`config.mk`:
```
export PLATFORM = sky130hd
export DESIGN_NAME = sprite_line_engine
export DESIGN_NICKNAME = d
export VERILOG_FILES = /design/src/rtl/sprite_line_engine.sv
export SDC_FILE = /design/constraint.sdc
export NUM_CORES = 1
export LEC_CHECK = 0
export BUFFER_PORTS_ARGS = -buffer_cell sky130_fd_sc_hd__buf_2
export CAP_MARGIN = 40
export CORE_ASPECT_RATIO = 1.75
export CORE_UTILIZATION = 35
export CTS_BUF_LIST = sky130_fd_sc_hd__clkbuf_8 sky130_fd_sc_hd__clkbuf_16
export DETAILED_ROUTE_END_ITERATION = 12
export PLACE_DENSITY = 0.6
export RECOVER_POWER = 50
export SLEW_MARGIN = 0
export SYNTH_ARGS = -nofsm -noshare
export SYNTH_HDL_FRONTEND = slang
export SYNTH_SLANG_ARGS = --single-unit
```
`constraint.sdc`:
```
create_clock -name clk -period 9.4 [get_ports clk]
set_clock_uncertainty 0.05 [all_clocks]
set_input_delay 0.94 -clock clk [delete_from_list [all_inputs] [get_ports clk]]
set_output_delay 0.94 -clock clk [all_outputs]
set_load 0.03 [all_outputs]
```
`src/rtl/sprite_line_engine.sv`:
```
// sprite_line_engine: per-scanline sprite scanner and pixel mixer.
// During horizontal blanking the attribute table is scanned for sprites on
// the next line. Up to VISIBLE_SPRITES pattern rows are loaded into slots,
// and the slots are shifted out pixel by pixel on the following line.
// Optional feature: define SPRITE_COLLISION_EN to build the sticky collision
// detector; without it, collision is tied to 0.
// Handshake note: both memory ports are plain synchronous reads. The address
// is registered here, and the data is consumed in the state that follows
// the request state.
module sprite_line_engine #(
    parameter int VISIBLE_SPRITES = 4,
    parameter int SPRITE_ATTRS    = 16,
    parameter int SPRITE_ROWS     = 16,
    parameter int BPP             = 2,
    localparam int AW = (SPRITE_ATTRS > 1) ? $clog2(SPRITE_ATTRS) : 1,
    localparam int NW = $clog2(VISIBLE_SPRITES + 1)
) (
    input  logic          clk,
    input  logic          reset,
    input  logic [10:0]   hcount,
    input  logic [9:0]    vcount,
    output logic [AW-1:0] attr_addr,
    input  logic [31:0]   attr_data,
    output logic [7:0]    pat_addr,
    input  logic [31:0]   pat_data,
    input  logic          clr_flags,
    output logic [3:0]    pix_color,
    output logic          pix_opaque,
    output logic          overflow,
    output logic          collision,
    output logic [2:0]    o_dbg_state
);
    typedef enum logic [2:0] {
        S_IDLE, S_A_REQ, S_CHECK, S_P_REQ, S_LOAD, S_WAIT, S_OUTPUT
    } state_t;

    localparam logic [10:0] ROWS_L = 11'(SPRITE_ROWS);

    state_t          r_state;
    logic [AW-1:0]   r_attr_addr;
    logic [7:0]      r_pat_addr;
    logic [9:0]      r_target;
    logic [NW-1:0]   r_nslots;
    logic [9:0]      r_hit_x;
    logic [3:0]      r_hit_pal;
    logic            r_overflow;
    logic [3:0]      r_pix_color;
    logic            r_pix_opaque;
    logic            r_valid [VISIBLE_SPRITES];
    logic [9:0]      r_cnt   [VISIBLE_SPRITES];
    logic [31:0]     r_shift [VISIBLE_SPRITES];
    logic [3:0]      r_pal   [VISIBLE_SPRITES];

    logic [9:0]      w_diff;
    logic            w_hit, w_last, w_full, w_trunc, w_start, w_load, w_ovf_set;
    logic [BPP-1:0]  w_pix [VISIBLE_SPRITES];
    logic [3:0]      w_color;
    logic            w_opaque;

    // Row within the sprite; the mod-1024 wrap lets y near 1023 reach line 0.
    assign w_diff    = r_target - attr_data[9:0];
    assign w_hit     = ({1'b0, w_diff} < ROWS_L);
    assign w_last    = (r_attr_addr == AW'(SPRITE_ATTRS - 1));
    assign w_full    = (r_nslots == NW'(VISIBLE_SPRITES));
    assign w_trunc   = (hcount == 11'd1598);
    assign w_start   = (r_state == S_IDLE) && (hcount == 11'd1280);
    assign w_load    = (r_state == S_LOAD) && !w_trunc;
    assign w_ovf_set = (r_state == S_CHECK) && !w_trunc && w_hit && w_full;

    // Scan/output sequencer; hcount==1598 cuts any scan short.
    always_ff @(posedge clk or posedge reset) begin
        if (reset) begin
            r_state     <= S_IDLE;
            r_attr_addr <= '0;
            r_pat_addr  <= '0;
            r_target    <= '0;
            r_nslots    <= '0;
            r_hit_x     <= '0;
            r_hit_pal   <= '0;
        end else begin
            case (r_state)
                S_IDLE: begin
                    if (w_start) begin
                        r_state     <= S_A_REQ;
                        r_attr_addr <= '0;
                        r_nslots    <= '0;
                        r_target    <= (vcount == 10'd524) ? 10'd0 : vcount + 10'd1;
                    end
                end
                S_A_REQ: r_state <= w_trunc ? S_WAIT : S_CHECK;
                S_CHECK: begin
                    if (w_trunc) begin
                        r_state <= S_WAIT;
                    end else if (w_hit) begin
                        if (w_full) begin
                            r_state <= S_WAIT;
                        end else begin
                            r_pat_addr <= attr_data[27:20] + w_diff[7:0];
                            r_hit_x    <= attr_data[19:10];
                            r_hit_pal  <= attr_data[31:28];
                            r_state    <= S_P_REQ;
                        end
                    end else if (w_last) begin
                        r_state <= S_WAIT;
                    end else begin
                        r_attr_addr <= r_attr_addr + AW'(1);
                        r_state     <= S_A_REQ;
                    end
                end
                S_P_REQ: r_state <= w_trunc ? S_WAIT : S_LOAD;
                S_LOAD: begin
                    if (w_trunc) begin
                        r_state <= S_WAIT;
                    end else begin
                        r_nslots <= r_nslots + NW'(1);
                        if (w_last) begin
                            r_state <= S_WAIT;
                        end else begin
                            r_attr_addr <= r_attr_addr + AW'(1);
                            r_state     <= S_A_REQ;
                        end
                    end
                end
                S_WAIT:   if (hcount == 11'd1599) r_state <= S_OUTPUT;
                S_OUTPUT: if (hcount == 11'd1279) r_state <= S_IDLE;
                default:  r_state <= S_IDLE;
            endcase
        end
    end

    // Slot registers: clear at scan start, fill lowest-free, then count down and shift.
    always_ff @(posedge clk or posedge reset) begin
        if (reset) begin
            for (int i = 0; i < VISIBLE_SPRITES; i++) begin
                r_valid[i] <= 1'b0;
                r_cnt[i]   <= '0;
                r_shift[i] <= '0;
                r_pal[i]   <= '0;
            end
        end else begin
            for (int i = 0; i < VISIBLE_SPRITES; i++) begin
                if (w_start) begin
                    r_valid[i] <= 1'b0;
                end else if (w_load && (r_nslots == NW'(i))) begin
                    r_valid[i] <= 1'b1;
                    r_cnt[i]   <= r_hit_x;
                    r_shift[i] <= pat_data;
                    r_pal[i]   <= r_hit_pal;
                end else if ((r_state == S_OUTPUT) && hcount[0]) begin
                    if (r_cnt[i] != 10'd0) r_cnt[i] <= r_cnt[i] - 10'd1;
                    else r_shift[i] <= r_shift[i] << BPP;
                end
            end
        end
    end

    // Current pixel of every slot; unloaded or not-yet-started slots are transparent.
    always_comb begin
        for (int i = 0; i < VISIBLE_SPRITES; i++) begin
            w_pix[i] = (r_valid[i] && (r_cnt[i] == 10'd0)) ? r_shift[i][31 -: BPP] : '0;
        end
    end

    // Priority mix: iterate downward so the lowest opaque slot wins.
    always_comb begin
        w_color  = '0;
        w_opaque = 1'b0;
        for (int i = VISIBLE_SPRITES - 1; i >= 0; i--) begin
            if (w_pix[i] != '0) begin
                w_opaque = 1'b1;
                w_color  = r_pal[i] + 4'(w_pix[i]);
            end
        end
    end

    // Register the mixed pixel once per column (on even hcount).
    always_ff @(posedge clk or posedge reset) begin
        if (reset) begin
            r_pix_color  <= '0;
            r_pix_opaque <= 1'b0;
        end else if (!hcount[0]) begin
            if (r_state == S_OUTPUT) begin
                r_pix_color  <= w_color;
                r_pix_opaque <= w_opaque;
            end else begin
                r_pix_color  <= '0;
                r_pix_opaque <= 1'b0;
            end
        end
    end

    // Sticky overflow; a new overflow beats a simultaneous clear.
    always_ff @(posedge clk or posedge reset) begin
        if (reset)          r_overflow <= 1'b0;
        else if (w_ovf_set) r_overflow <= 1'b1;
        else if (clr_flags) r_overflow <= 1'b0;
    end

`ifdef SPRITE_COLLISION_EN
    logic w_seen, w_multi, r_collision;

    // Two or more opaque slots on the same pixel.
    always_comb begin
        w_seen  = 1'b0;
        w_multi = 1'b0;
        for (int i = 0; i < VISIBLE_SPRITES; i++) begin
            if (w_pix[i] != '0) begin
                if (w_seen) w_multi = 1'b1;
                w_seen = 1'b1;
            end
        end
    end

    // Sticky collision, sampled once per output column; set beats clear.
    always_ff @(posedge clk or posedge reset) begin
        if (reset)                                              r_collision <= 1'b0;
        else if ((r_state == S_OUTPUT) && !hcount[0] && w_multi) r_collision <= 1'b1;
        else if (clr_flags)                                     r_collision <= 1'b0;
    end

    assign collision = r_collision;
`else
    assign collision = 1'b0;
`endif

    assign attr_addr   = r_attr_addr;
    assign pat_addr    = r_pat_addr;
    assign pix_color   = r_pix_color;
    assign pix_opaque  = r_pix_opaque;
    assign overflow    = r_overflow;
    assign o_dbg_state = r_state;
endmodule

```
==> impl_metrics.ini, run 1 <==
[clock_tree]
postCtsHoldBufs = 0
clock_latency_ns = 0.55
cts_resized = 0
cts.sinks = 236
htreeDepth = 1
cts.clk_slew.worst_paths_ns = 0.06
tritoncts = done
cts_buffers = 25
cts_root_buf = clkbuf_16
cts_setup_buffers = 0
cts_buffer_depth = 3

[final_layout]
fillCellCount = 3537
regArea_um2 = 5910
multi_input_area_um2 = 6050
area_growth_pct = 14.6
nets = 1489
layout-drive-gt1-share_pct = 13.7
antenna_cells = 0
design_area_um2 = 14200

[global_routing]
antenna_found_initial = 4
grt_pass1_vias = 9455
grt_max_degree = 84
grtUsageTotal_pct = 17.3
grt_overflow = 0
grt_pass1_wl_mm = 49.2

[status]
violations = capacitance limit, slew limit
status = finished, violations left

[critical_path]
worstPathRequired_ns = 10.06
cp_max_fo = 83
critPathKind = primary input to async pin
end_kind = async pin
r2r-start = r_cnt[0]
crit_arrival_ns = 5.68
worstSetupStartpoint = reset
start_kind = primary input

[floorplanning]
die_area_um2 = 36200
row_count = 90
start_util_pct = 35.7
ioPinCount = 110
core-area_um2 = 34700
dieWidth_um = 144
die_h_um = 251

[logic_synthesis]
synth_cells = 1269
synth_edf_count = 0
ys_seq_elements = 236
avgSynthCellArea_um2 = 9.77
yosysUniqueCellTypes = 64
synth_warnings = 0
async_flop_share_pct = 100
synth_flop_cell = dfrtp_1
syn-num-nets = 1400
synth_area_um2 = 12400
yosysSeqAreaShare_pct = 47.7

[placed_design]
dpl.hpwl_mm = 21.2
postPlaceCellArea_um2 = 13400
io_buffers = 108
gp_congestion = 0.846

[sta]
relSlewSlack_pct = -161
whs_ns = 0.428
min_period_ns = 5.02
final-hold-violation-count = 0
setup-tns-final_ns = 0
setup_violations = 0
fin_crit_sh_pct = 53.4
slew_violations = 117
rsz0062_at_grt = false
worst_slew_pin_slew_ns = 3.89
max_freq_mhz = 199

[drt]
drt-wirelength-per-cell_um = 16.6
viasPerCell = 5.05
drtPass1Iterations = 4
vias = 9269
drtAntennaViolNets = 0
wirelength_mm = 30.5
dr.first_iter.drc_count = 389
drc = 0

[power_and_ir_drop]
p_leak_uw = 0.00652
pwr_density_cell_nw_per_um2 = 190
peakVddDrop_v = 0.000151

[min_path]
hp-start = r_shift[118]
hold_class = register to register

[job]
drv_cap = 2
routing by layer:
metal / GRT usage (%) / part of all wire [%] / vias up
li1: - / - / 4565
met1: 18.5 / 39 / 4481
met2: 33.2 / 54 / 157
met3: 2.80 / 4.1 / 58
met4: 6.14 / 2.8 / 8
met5: 0 / 0.15 / -
stage by stage:
stage	setup WS (ns)	std cells	total power, uW	util, %
2_1_floorplan	1.94	1269	1530	-
3_3_place_gp	4.94	1787	1670	38.4
3_5_place_dp	5.09	1791	1690	38.6
4_1_cts	5.65	1837	2740	41.1
5_1_grt	3.49	1837	2830	41.0
6_report	4.38	1837	2690	41.0
cells in the final DEF (no fill, tap or decap), drive strengths merged, types with 3 or more instances in the layout:
master | netlist | layout
nand2 | 269 | 269
o21a | 5 | 5
o31ai | 5 | 5
mux2 | 24 | 24
xor2 | 19 | 19
or4b | 5 | 5
and3 | 11 | 11
dfrtp | 236 | 236
o22ai | 5 | 5
mux2i | 122 | 122
o211a | 3 | 3
buf | 39 | 102
nand4 | 5 | 5
a21oi | 21 | 21
or4 | 7 | 7
o21ai | 176 | 176
nor2b | 4 | 4
clkbuf | 24 | 52
clkinv | 0 | 5
inv | 35 | 41
bufinv | 0 | 3
and2 | 4 | 4
a211oi | 4 | 4
a21o | 7 | 7
nor3b | 3 | 3
nor2 | 42 | 42
ha | 37 | 37
xnor2 | 42 | 42
nor4 | 5 | 5
a22o | 8 | 8
nand3 | 21 | 21
nor4b | 3 | 3
o211ai | 10 | 10
nand2b | 7 | 7
a31oi | 4 | 4
nor3 | 26 | 26
nand3b | 5 | 5
fa | 6 | 6
cell type report:
class,count,area share (%)
Clock buffer,30,4.89
Tap cell,460,4.05
Sequential cell,236,41.6
Multi-Input combinational cell,935,42.6
Timing Repair Buffer,125,4.80
Inverter,35,0.934
Clock inverter,16,1.17
report_power, final:
| part | leakage (uW) | internal, uW | total [uW] | switching (uW) |
|---|---|---|---|---|
| Combinational | 0.00287 | 176 | 416 | 241 |
| Clock | 0.000442 | 610 | 1040 | 430 |
| Sequential | 0.00321 | 1140 | 1240 | 102 |
synthesized netlist by cell type (6+ instances only):
cell	count	area, um2
a21o_1	7	52.6
a21oi_1	17	85.1
a22o_1	8	70.1
and3_1	11	68.8
buf_2	22	110
buf_4	10	75.1
clkbuf_1	19	71.3
dfrtp_1	236	5910
fa_1	6	120
ha_1	37	463
inv_1	35	131
mux2_2	24	270
mux2i_1	122	1220
nand2_1	269	1010
nand2b_1	7	43.8
nand3_1	20	100
nor2_1	41	154
nor3_1	24	120
o211ai_1	10	75.1
o21ai_0	114	571
o21ai_1	62	310
or4_1	6	45.0
xnor2_1	42	368
xor2_1	19	166
registers in the layout, indices dropped and copies added (netlist names):
register / cells
r_valid: 4
pat_addr: 8
r_target: 10
r_hit_x: 10
r_hit_pal: 4
r_pal: 16
r_cnt: 40
pix_color: 4
pix_opaque: 1
r_nslots: 3
o_dbg_state: 3
attr_addr: 4
overflow: 1
r_shift: 128
cell families after synthesis:
group	after synthesis	share of synthesized area, %
xor gates and xnor gates	61	4.31
muxes	146	12.0
and+or+nand+nor	423	15.2
DFF	236	47.7
buffers and inverters	98	3.79
adders and majority gates	43	4.70
other	1	0.0303
AOI/OAI and AO/OA	261	12.3
worst paths after layout:
check | endpoint | slack [ns] | cells after the start
max | r_hit_x[5] | 4.38 | 5
min | r_shift[118] | 0.43 | 2
max reg2reg | pix_color[3] | 5.88 | 13
min reg2reg | r_shift[118] | 0.43 | 2
max in group clk | r_shift[85] | 5.52 | 9
min in group asynchronous | attr_addr[3] | 1.49 | 2
worst max-delay path, cell delays in order:
cell        delay, ns
buf_2            0.10
clkinvlp_2       2.15
clkbuf_1         1.45
buf_4            0.65
buf_16           0.29
Power figures use the tool's default switching activity.
==> inputs of run 2 (changes only) <==
Settings changed: ABC_AREA set to 1, PLACE_DENSITY 0.6 to 0.61.
Clock period 9.4 ns to 4.5 ns, I/O delays scaled along.
==> run 2 against run 1 <==
- the run still ends with capacitance limit, slew limit left
- sequential share of layout area fell by 0.77 points
- clock power rose by 100%
- non-clock buffer count fell by 1
- critical endpoint is now r_cnt[28]
- core utilization fell by 0.79 points
- worst setup slack got worse by 3.2 ns
==> impl_metrics.ini, run 2 <==
[global_routing]
grt_max_degree = 158
grt_pass1_vias = 11100
grt_pass1_wl_mm = 57.0
grt_overflow = 0
antenna_found_initial = 4
grtUsageTotal_pct = 19.1

[logic_synthesis]
synth_area_leaders = dfrtp_1 46%, nand2_1 16%, a31oi_1 5.6%
async_flop_share_pct = 100
synth_flop_cell = dfrtp_1
avgSynthCellArea_um2 = 7.73
ys_seq_elements = 236
yosysMostFrequentCell = nand2_1
synth_area_um2 = 12800
synth_warnings = 0
yosys.area.top_type = dfrtp_1
yosysUniqueCellTypes = 43
synth_top_area_share_pct = 46.1
yosysSeqAreaShare_pct = 46.1
synth_cells = 1659
synth_edf_count = 0
yosys-top-cells-count = 544 x nand2_1, 236 x dfrtp_1, 184 x nor2_1
syn-num-nets = 1790

[drt]
wirelength_mm = 34.9
vias = 11100
drtAntennaViolNets = 0
dr.first_iter.drc_count = 617
drt-wirelength-per-cell_um = 15.7
viasPerCell = 5.00
drc = 0
drtPass1Iterations = 7

[final_layout]
regMostFlops = r_shift
fillCellCount = 3724
layout-drive-gt1-share_pct = 9.29
largest_register_ffs = 128
largestRegisters = r_shift: 128 flops, r_cnt: 40 flops, r_pal: 16 flops
layout_commonest_cell = nand2_1
area_growth_pct = 12.9
nets = 1868
most-common-layout-cells = 544 x nand2_1, 236 x dfrtp_1, 187 x nor2_1
antenna_cells = 0
multi_input_area_um2 = 5910
regArea_um2 = 5910
final-instance-count-excl-fill = 2224
finish.utilization_pct = 40.2

[floorplanning]
die_area_um2 = 37400
start_util_pct = 35.6
row_count = 92
core-area_um2 = 36000
dieWidth_um = 147
die_h_um = 255
ioPinCount = 110

[power_and_ir_drop]
peakVddDrop_v = 0.000238
p_leak_uw = 0.00702
pwr_density_cell_nw_per_um2 = 402
power_uw = 5820

[min_path]
hold_class = primary input to register
hp-start = attr_data[14]

[clock_tree]
cts_root_buf = clkbuf_16
htreeDepth = 1
cts_buffer_depth = 3
tritoncts = done
cts.sinks = 236
cts_buffers = 25
clock_latency_ns = 0.53
cts.clk_slew.worst_paths_ns = 0.06
cts_setup_buffers = 0

[critical_path]
crit_top_cell = nor2_1
worstPathRequired_ns = 4.87
crit_arrival_ns = 3.73
worstSetupStartpoint = o_dbg_state[1]
cpPeakStageDelay_ns = 1.44
critPathKind = register to register
cp_cell_sequence = nor2_1 -> inv_1 -> nor2_1 -> nand2_1 -> nor2_4 -> clkbuf_1 -> o21ai_0 -> a22o_1
r2r-start = o_dbg_state[1]
start_kind = register
end_kind = register
crit_path_top_delay_cell = clkbuf_1
cp_max_fo = 38

[sta]
min_period_ns = 3.37
finalWorstSetupSlack_ns = 1.13
max_freq_mhz = 297
worst_slew_pin_slew_ns = 2.01
final-hold-violation-count = 0
rsz0062_at_grt = false
setup_violations = 0
slew_violations = 71
relSlewSlack_pct = -34.2
setup-tns-final_ns = 0
fin_crit_sh_pct = 74.8

[job]
drv_cap = 2

[placed_design]
dp_cells = 2179
dpl.hpwl_mm = 25.0
gp_congestion = 0.830
io_buffers = 108
post-place-ws_ns = 1.13

[status]
status = finished, violations left
violations = capacitance limit, slew limit
## run 2: cell count changes in the layout (fill, tap and decap cells not counted), sizes merged, moves of 28 or more
cell / previous run / this run
a31oi: 4 / 114
o21ai: 176 / 122
xnor2: 42 / 14
nand2: 269 / 550
inv: 41 / 157
mux2i: 122 / 0
nor2: 42 / 191
## run 2: final cells by class
class,count,share of cell area (%)
inverter,153,4.01
clock buffer,28,4.61
timing repair buffer,124,4.64
multi-input combinational,1197,40.8
sequential,236,40.8
clock inverter,16,1.05
tap,470,4.06
## run 2: path summary, 6_finish.rpt
check | endpoint | slack [ns] | depth (start not counted)
min in group asynchronous | r_shift[103] | 0.67 | 3
worst min-delay path | r_hit_x[4] | 0.07 | 3
worst min register to register | pat_addr[0] | 0.43 | 2
worst max register to register | r_cnt[28] | 1.13 | 8
max in group asynchronous | r_target[7] | 1.76 | 4
worst max-delay path | r_cnt[28] | 1.13 | 8
## run 2: per-layer routing
layer,vias to the layer above,track usage [%],wire length [um]
met5,-,0,0
met4,0,7.74,1260
met3,70,1.68,995
met2,206,38.1,19200
met1,5310,20.4,13400
li1,5539,-,-
## run 2: worst max-delay path, delay by kind of cell (launching register included)
kind | cells | cell delay [ns]
and+or+nand+nor | 4 | 0.77
buffers and inverters | 2 | 1.51
AOI/OAI and AO/OA | 2 | 0.46
DFF | 1 | 0.44
## run 2: what timing repair did
item / CTS / global route
hold buffers: 1 / 0
endpoints found under the hold margin: 24 / 0
gates resized for setup: 0 / 0
## run 2: through the flow
step,hold WS [ns],area (um2)
2_1_floorplan,0.400,12800
3_3_place_gp,0.413,13700
3_5_place_dp,0.412,13700
4_1_cts,0.0467,14500
5_1_grt,0.0685,14500
6_report,0.0740,14500
## run 2: cell families (layout without fill, tap and decap cells)
logic type,Yosys count,in the layout,synth area share [%]
AND/OR/NAND/NOR,812,812,25.4
flip-flops,236,236,46.1
other,1,1,0.0292
buffers and inverters,226,321,7.68
adder cells (fa/ha/maj),43,43,4.55
XOR/XNOR,34,34,2.32
AO/OA/AOI/OAI,307,307,14.0
## run 2: report_power, final
part | switching [uW] | internal, uW
clock network | 872 | 1230
registers | 239 | 2470
logic | 592 | 409
total | 1700 | 4110
==> inputs of run 3 (changes only) <==
Settings changed: PLACE_DENSITY 0.61 to 0.6.
Clock period 4.5 ns to 3.2 ns, I/O delays scaled along.
==> run 3 against run 2 <==
- sequential share of layout area fell by 1.2 points
- total power increased by 45%
- die area unchanged
- largest cell class unchanged
- the run still ends with capacitance limit, slew limit left
==> impl_metrics.ini, run 3 (synthesis gave the netlist of run 2 again) <==
[status]
status = finished, violations left
violations = capacitance limit, slew limit

[power_and_ir_drop]
p_leak_uw = 0.00721
peakVddDrop_v = 0.000312
power_uw = 8430
pwr_density_cell_nw_per_um2 = 566

[clock_tree]
cts.sinks = 236
clock_latency_ns = 0.54
cts_root_buf = clkbuf_16
cts_buffer_depth = 3
htreeDepth = 1
cts_buffers = 25
cts.clk_slew.worst_paths_ns = 0.07
tritoncts = done

[floorplanning]
ioPinCount = 110
dieWidth_um = 147
die_area_um2 = 37400
start_util_pct = 35.6
die_h_um = 255
row_count = 92
core-area_um2 = 36000

[final_layout]
layout-drive-gt1-share_pct = 10.9
nets = 1898
antenna_cells = 0
largestRegisters = r_shift: 128 flops, r_cnt: 40 flops, r_pal: 16 flops
largest_register_ffs = 128
regMostFlops = r_shift
fillCellCount = 3622
layout_commonest_cell = nand2_1
area_growth_pct = 16.3
most-common-layout-cells = 543 x nand2_1, 236 x dfrtp_1, 184 x nor2_1
finish.utilization_pct = 41.4

[critical_path]
cp_max_fo = 3
crit_arrival_ns = 3.28
end_kind = register
critPathKind = register to register
r2r-start = r_cnt[30]
start_kind = register
worstPathRequired_ns = 3.63
worstSetupStartpoint = r_cnt[30]

[global_routing]
grt_pass1_wl_mm = 58.6
grt_overflow = 0
antenna_found_initial = 0
grt_max_degree = 60
grtUsageTotal_pct = 19.5
grt_pass1_vias = 11500

[drt]
drt-wirelength-per-cell_um = 15.8
viasPerCell = 5.03
drtPass1Iterations = 6
drc = 0
dr.first_iter.drc_count = 564
drtAntennaViolNets = 0
vias = 11300
wirelength_mm = 35.7

[sta]
relSlewSlack_pct = -30.9
worst_slew_pin_slew_ns = 1.96
slew_violations = 140
setup-tns-final_ns = 0
setup_violations = 0
whs_ns = 0.0165
max_freq_mhz = 352
final-hold-violation-count = 0
min_period_ns = 2.84
rsz0062_at_grt = false
fin_crit_sh_pct = 88.9

[min_path]
hp-start = pat_data[4]
hold_class = primary input to register

[placed_design]
gp_congestion = 0.854
dpl.hpwl_mm = 25.7
io_buffers = 108

[job]
drv_cap = 4
==> run 3: power by group <==
| group | leakage (uW) | switching [uW] | internal (uW) |
|---|---|---|---|
| Combinational | 0.00370 | 852 | 597 |
| Sequential | 0.00308 | 338 | 3480 |
| Clock | 0.000427 | 1290 | 1880 |
==> run 3: worst max-delay path, cell delays in order (launching register included) <==
cell and delay, ns:
dfrtp_1 0.37, inv_1 0.09, ha_1 0.20, nand2_1 0.09
nor2_2 0.13, nand2_1 0.08, nor2_1 0.12, nand2_1 0.10
nor2_1 0.23, nand2_1 0.20, nor2_1 0.25, ha_1 0.28
a21oi_1 0.14, nor2_1 0.07, xor2_1 0.14, a21oi_1 0.14
nand2_1 0.06, nand2_1 0.05
==> run 3: worst paths after layout <==
check	to	slack (ns)	cells after the start
setup / recovery	pix_color[3]	0.36	17
max in group asynchronous	r_shift[117]	0.54	4
min in group asynchronous	r_shift[6]	0.23	3
hold / removal	r_shift[36]	0.02	3
hold reg to reg	pix_color[2]	0.44	2
setup reg to reg	pix_color[3]	0.36	17
==> run 3: cell type report <==
cell class	count	area, um2	area share, %
inverter	153	581	3.89
clock inverter	16	201	1.35
tap	470	588	3.95
sequential	236	5910	39.6
multi-input combinational	1197	5940	39.8
clock buffer	30	694	4.66
timing repair buffer	154	997	6.69
==> run 3: metal layers <==
layer	GRT usage, %	wire length, um	part of all wire [%]
met1	21.0	13700	38
met2	38.5	19600	55
met3	2.14	1290	3.6
met4	7.59	1150	3.2
met5	0	0	0
==> run 3: metrics by stage <==
stage	instances	instance area, um2	worst slack (ns)
after detailed placement	2191	13900	0.336
final	2256	14900	0.355
after global placement	2189	13900	0.415
after floorplan	1659	12800	-0.262
after global routing	2256	14900	0.0205
after CTS	2256	15000	0.301
==> run 3: timing repair <==
| item | 4_1_cts | 5_1_grt |
|---|---|---|
| setup endpoints to repair | 0 | 0 |
| hold buffers | 19 | 0 |
| resized for setup | 0 | 0 |
| hold endpoints to repair | 102 | 0 |
| setup buffers | 0 | 0 |
